`src/rtl/midi_parser_if.sv`:
```
// Byte stream from the UART receiver in, decoded note events out to the voice allocator.
// master drives the received bytes; slave is the parser.
interface midi_parser_if;
  logic [7:0] byte_in;
  logic       byte_valid;
  logic [6:0] note_num;
  logic [6:0] note_vel;
  logic       note_on;
  logic       note_off;
  logic       sync_err;

  modport master (
    output byte_in, byte_valid,
    input  note_num, note_vel, note_on, note_off, sync_err
  );

  modport slave (
    input  byte_in, byte_valid,
    output note_num, note_vel, note_on, note_off, sync_err
  );
endinterface

```
`src/rtl/midi_parser.sv`:
```
// MIDI channel-message parser: status/running-status/data framing, Note On/Off strobes.
// One cycle from the final data byte to the strobe; no backpressure, accepts a byte every cycle.
module midi_parser #(
  parameter int CHANNEL = 0,
  parameter bit OMNI    = 1'b0
) (
  input  logic         clk,
  input  logic         rst,
  midi_parser_if.slave bus
);
  typedef enum logic [1:0] {IDLE, WAIT_D1, WAIT_D2, SYSEX} state_t;

  localparam logic [3:0] CH = 4'(CHANNEL);

  state_t     state_q, state_d;
  logic [7:0] rs_q, rs_d;
  logic [6:0] d1_q, d1_d;
  logic [6:0] note_num_q, note_num_d;
  logic [6:0] note_vel_q, note_vel_d;
  logic       note_on_q, note_on_d;
  logic       note_off_q, note_off_d;
  logic       sync_err_q, sync_err_d;

  logic is_realtime, is_common, two_byte, chan_ok, is_note_on, is_note_off;

  always_comb begin
    is_realtime = bus.byte_in[7:3] == 5'b11111;
    is_common   = bus.byte_in[7:4] == 4'hF;
    two_byte    = (rs_q[7:4] != 4'hC) && (rs_q[7:4] != 4'hD);
    chan_ok     = OMNI || (rs_q[3:0] == CH);
    is_note_on  = rs_q[7:4] == 4'h9;
    is_note_off = rs_q[7:4] == 4'h8;
  end

  always_comb begin
    state_d    = state_q;
    rs_d       = rs_q;
    d1_d       = d1_q;
    note_num_d = note_num_q;
    note_vel_d = note_vel_q;
    note_on_d  = 1'b0;
    note_off_d = 1'b0;
    sync_err_d = 1'b0;

    if (bus.byte_valid && !is_realtime) begin
      if (bus.byte_in[7]) begin
        // Any status byte restarts the parse, whatever state we were in.
        if (is_common) begin
          rs_d    = 8'h00;
          state_d = (bus.byte_in == 8'hF0) ? SYSEX : IDLE;
        end else begin
          rs_d    = bus.byte_in;
          state_d = WAIT_D1;
        end
      end else begin
        unique case (state_q)
          IDLE: sync_err_d = 1'b1;
          WAIT_D1: begin
            d1_d = bus.byte_in[6:0];
            if (two_byte) state_d = WAIT_D2;
          end
          WAIT_D2: begin
            state_d = WAIT_D1;
            if (chan_ok && is_note_on && (bus.byte_in[6:0] != 7'd0)) begin
              note_on_d  = 1'b1;
              note_num_d = d1_q;
              note_vel_d = bus.byte_in[6:0];
            end else if (chan_ok && (is_note_on || is_note_off)) begin
              note_off_d = 1'b1;
              note_num_d = d1_q;
              note_vel_d = 7'd0;
            end
          end
          SYSEX: ;
          default: state_d = IDLE;
        endcase
      end
    end
  end

  always_ff @(posedge clk or posedge rst) begin
    if (rst) begin
      state_q    <= IDLE;
      rs_q       <= 8'h00;
      d1_q       <= 7'd0;
      note_num_q <= 7'd0;
      note_vel_q <= 7'd0;
      note_on_q  <= 1'b0;
      note_off_q <= 1'b0;
      sync_err_q <= 1'b0;
    end else begin
      state_q    <= state_d;
      rs_q       <= rs_d;
      d1_q       <= d1_d;
      note_num_q <= note_num_d;
      note_vel_q <= note_vel_d;
      note_on_q  <= note_on_d;
      note_off_q <= note_off_d;
      sync_err_q <= sync_err_d;
    end
  end

  assign bus.note_num = note_num_q;
  assign bus.note_vel = note_vel_q;
  assign bus.note_on  = note_on_q;
  assign bus.note_off = note_off_q;
  assign bus.sync_err = sync_err_q;
endmodule
```
`src/flat_wrapper.sv`:
```
// flat-port wrapper written by rule: the top's interface ports become plain ports
module midi_parser_flat 
#(
  parameter int CHANNEL = 0,
  parameter bit OMNI    = 1'b0
)
  (clk, rst, bus_byte_in, bus_byte_valid, bus_note_num, bus_note_vel, bus_note_on, bus_note_off, bus_sync_err);
  midi_parser_if bus_i ();
  input  logic clk;
  input  logic rst;
  input wire logic [$bits(bus_i.byte_in)-1:0] bus_byte_in;
  input wire logic [$bits(bus_i.byte_valid)-1:0] bus_byte_valid;
  output wire logic [$bits(bus_i.note_num)-1:0] bus_note_num;
  output wire logic [$bits(bus_i.note_vel)-1:0] bus_note_vel;
  output wire logic [$bits(bus_i.note_on)-1:0] bus_note_on;
  output wire logic [$bits(bus_i.note_off)-1:0] bus_note_off;
  output wire logic [$bits(bus_i.sync_err)-1:0] bus_sync_err;
  assign bus_i.byte_in = bus_byte_in;
  assign bus_i.byte_valid = bus_byte_valid;
  assign bus_note_num = bus_i.note_num;
  assign bus_note_vel = bus_i.note_vel;
  assign bus_note_on = bus_i.note_on;
  assign bus_note_off = bus_i.note_off;
  assign bus_sync_err = bus_i.sync_err;
  midi_parser #(.CHANNEL(CHANNEL), .OMNI(OMNI)) u_core (.clk(clk), .rst(rst), .bus(bus_i));
endmodule
```
`config.mk`:
```
export PLATFORM = sky130hd
export DESIGN_NAME = midi_parser_flat
export DESIGN_NICKNAME = d
export VERILOG_FILES = /design/src/rtl/midi_parser_if.sv /design/src/rtl/midi_parser.sv /design/src/flat_wrapper.sv
export SDC_FILE = /design/constraint.sdc
export NUM_CORES = 1
export LEC_CHECK = 0
export CAP_MARGIN = 20
export CORE_MARGIN = 5
export CORE_UTILIZATION = 44
export CTS_CLUSTER_DIAMETER = 80
export DETAILED_ROUTE_END_ITERATION = 8
export GPL_TIMING_DRIVEN = 0
export PLACE_DENSITY = 0.77
export SLEW_MARGIN = 20
export SYNTH_ARGS = -nofsm -noshare
export SYNTH_HDL_FRONTEND = slang
export SYNTH_SLANG_ARGS = --single-unit
export TNS_END_PERCENT = 30
```
`constraint.sdc`:
```
create_clock -name clk -period 1.3 [get_ports clk]
set_input_delay 0.26 -clock clk [delete_from_list [all_inputs] [get_ports clk]]
set_output_delay 0.26 -clock clk [all_outputs]
set_load 0.05 [all_outputs]
```
==> reports/summary.txt <==
==================================================================================================
Multi-input gate area ...............................................................      622 µm²
Worst hold-check slack ..............................................................     0.348 ns
Wire per inst .......................................................................      15.4 µm
Most frequent cells in the layout ................................................... 32 x dfrtp_1, 16 x buf_2, 15 x inv_1
Vias in the first global route ......................................................         1142
Number of hold violations in the final report .......................................            0
Post-synth top area share ...........................................................        55.1%
Hold-fix buffer count after cts .....................................................            0
Achievable clock frequency ..........................................................    0.687 GHz
Setup violators final ...............................................................           13
HPWL after DPL ......................................................................      2.34 mm
Total Power .........................................................................      3.22 mW
Post-synthesis sequential area ratio ................................................        55.1%
Cell breakdown of the critical path ................................................. nor4_4 > nand3_2 > buf_4 > mux2_2
Net Sw Power ........................................................................      1.12 mW
Critical path fanouts, max ..........................................................            4
CTS HTree Levels ....................................................................            2
Net count of the finished layout ....................................................          183
Worst setup EP type .................................................................     register
Share of cells above drive strength 1 ...............................................        35.5%
Distinct cells, synth ...............................................................           33
Library cell used as clock root buffer ..............................................     clkbuf_4
Fraction of power consumed by combinational cells ...................................        29.8%
Ratio of total power to cell area ...................................................  1640 mW/mm²
Max-cap violations ..................................................................            0
Overall track demand over capacity in global routing ................................        13.9%
Number of max-slew violations in the final report ...................................            0
Top-level I/O count .................................................................           28
Outcome ............................................................................. finished, violations left
Routability congestion estimate from global placement ...............................        0.834
Clock latency on the worst-skew pair ................................................      0.33 ns
Transition time at the pin with the least slew margin ...............................     0.710 ns
Via density per instance ............................................................         5.49
Std cell rows .......................................................................           21
Lkg Pwr .............................................................................     0.964 nW
Top cell type by total area after synthesis .........................................      dfrtp_1
Core area ...........................................................................  0.00336 mm²
Die W ...............................................................................      69.3 µm
Type of origin of the critical path .................................................     register
Clock transition time at the flip-flop clock pins of the worst setup and hold paths .      0.10 ns
Largest net degree at the start of global routing ...................................           35
Most frequent standard cell in the layout excluding fill and tap cells ..............      dfrtp_1
Fin util ............................................................................        58.3%
Period Utilization, post-route ......................................................         112%
Class of the most critical hold timing path ......................................... input pin to asynchronous set/reset pin
Family with the most delay on the worst path ........................................   flip-flops
CP Class ............................................................................ register to register
Final cell area excluding filler cells ..............................................  0.00196 mm²
Highest ir drop seen on vdd .........................................................   0.000891 V
Maximum clock skew at final layout ..................................................   0.00976 ns
Number of remaining DRC errors ......................................................            0
Clock network fraction of design power ..............................................        24.4%
Filler cell count ...................................................................          321
Minimum setup slack in the final design .............................................    -0.155 ns
Total die area ......................................................................  0.00480 mm²
First drt pass iteration count ......................................................            4
Total CTS buffers ...................................................................            5
Number of warnings issued by yosys ..................................................            0
First DRT Iteration DRCs ............................................................           56
Number of antenna-violating nets in the routed design ...............................            0
Sequential cell area ................................................................      853 µm²
Crit path required time .............................................................      1.52 ns
Via count ...........................................................................         1197
Failing checks ...................................................................... setup timing
Avg Cell Area, Syn ..................................................................     11.5 µm²
CP max stage delay ..................................................................      0.46 ns
Netlist area before placement .......................................................  0.00155 mm²
Unrepaired setup endpoints after global routing .....................................         true
Critical path's slowest cell ........................................................      dfrtp_2
First-pass GRT wire length ..........................................................      5.34 mm
Slew HR .............................................................................        52.6%
Number of antenna violations at the first check in global routing ...................            0
Area Growth Syn to Fin ..............................................................        26.8%
Clock tree from TritonCTS ...........................................................        built
Proportion of total power due to net switching ......................................        34.8%
Chip Height .........................................................................      69.3 µm
Antenna Diode Count .................................................................            0
Power share of the sequential group .................................................        45.8%
Maximum buffer depth of the clock tree ..............................................            2
Post-Syn Nets .......................................................................          145
Internal power ......................................................................      2.10 mW
Count of buffering cells on the critical path with inverters included ...............            1
Min Clock Period, post-route ........................................................      1.45 ns
Clock Sinks .........................................................................           34
CP arrival ..........................................................................      1.67 ns
Sum of routed wire length over all layers ...........................................      3.36 mm
Starting utilization of the core area ...............................................        45.9%
Placed cell areas ...................................................................  0.00186 mm²
Overflow left after global routing ..................................................            0
Sum Neg Setup Slack .................................................................     -1.50 ns
Gate Count Post-Synth ...............................................................          134
Main area contributors after synthesis .............................................. dfrtp_1 55%, mux2_2 8.0%, mux2i_1 4.5%
Flops & latches, synth ..............................................................           34
PortBufs ............................................................................           26
==================================================================================================
[stage by stage]
| step | cells | worst slack (ns) |
|---|---|---|
| after global routing | 218 | -0.191 |
| after detailed placement | 206 | -0.607 |
| after global placement | 206 | -0.563 |
| after CTS | 214 | -0.152 |
| after floorplan | 134 | -0.111 |
| final | 218 | -0.155 |
[cell usage after synthesis, drive strengths merged]
cell,number
o22ai,2
o21a,1
clkbuf,2
a211oi,3
o221a,1
and2,1
buf,5
or3,1
and3,2
o21ai,7
mux2,15
nor4,2
nor2b,2
inv,17
nor4b,1
nand3,2
nand2,9
nor3b,2
o21bai,1
a21oi,1
nand4,10
mux2i,7
nand2b,1
dfrtp,34
nor3,3
and4bb,1
nand3b,1
[final timing paths]
check / start / to / slack [ns] / cells after the start
setup / recovery: u_core.rs_q[6] / u_core.bus.note_num[2] / -0.15 / 4
hold / removal: rst / u_core.bus.note_num[0] / 0.35 / 2
setup reg to reg: u_core.rs_q[6] / u_core.bus.note_num[2] / -0.15 / 4
hold reg to reg: u_core.d1_q[5] / u_core.bus.note_num[5] / 0.51 / 1
max in group asynchronous: rst / u_core.state_q[1] / 0.45 / 2
min in group clk: bus_byte_in[7] / u_core.bus.sync_err / 0.36 / 3
[final cells by class]
| cell class | instances | share of cell area, % |
|---|---|---|
| Tap cell | 46 | 2.94 |
| Clock buffer | 6 | 2.62 |
| Timing Repair Buffer | 31 | 11.9 |
| Buffer | 7 | 2.43 |
| Multi-Input combinational cell | 76 | 31.7 |
| Inverter | 17 | 3.26 |
| Clock inverter | 1 | 1.53 |
| Sequential cell | 34 | 43.6 |
[cells by family after synthesis]
logic type	synth area share [%]
simple gates	15.4
flops	55.1
buf+inv	6.56
mux	16.4
compound gates	6.56
[layer usage]
metal / track usage (%) / vias up / share of wire, %
met2: 23.0 / 53 / 52
met4: 5.86 / 0 / 1.2
met1: 15.9 / 592 / 39
met5: 0 / - / 0
met3: 5.36 / 6 / 7.5
li1: - / 546 / -
[sequential cells by signal (all words and copies together) (netlist names)]
name / flops
u_core.d1_q: 7
u_core.bus.note_vel: 7
u_core.rs_q: 8
u_core.state_q: 2
u_core.bus.note_num: 7
u_core.bus.note_off: 1
u_core.bus.note_on: 1
u_core.bus.sync_err: 1
[what timing repair did]
item,4_1_cts,5_1_grt
setup buffers,1,4
gates resized for setup,87,13
pin swaps,1,3
endpoints found under the setup margin,49,28
[power by group through the flow]
stage          clock network [mW]  logic [mW]  registers, mW
2_1_floorplan                   0       0.362           1.80
3_3_place_gp                    0        1.02           1.47
3_5_place_dp                    0        1.04           1.48
4_1_cts                     0.808       0.957           1.46
6_report                    0.783       0.960           1.47
5_1_grt                     0.850        1.02           1.50
Note: power is estimated with default switching activity, not from simulation.
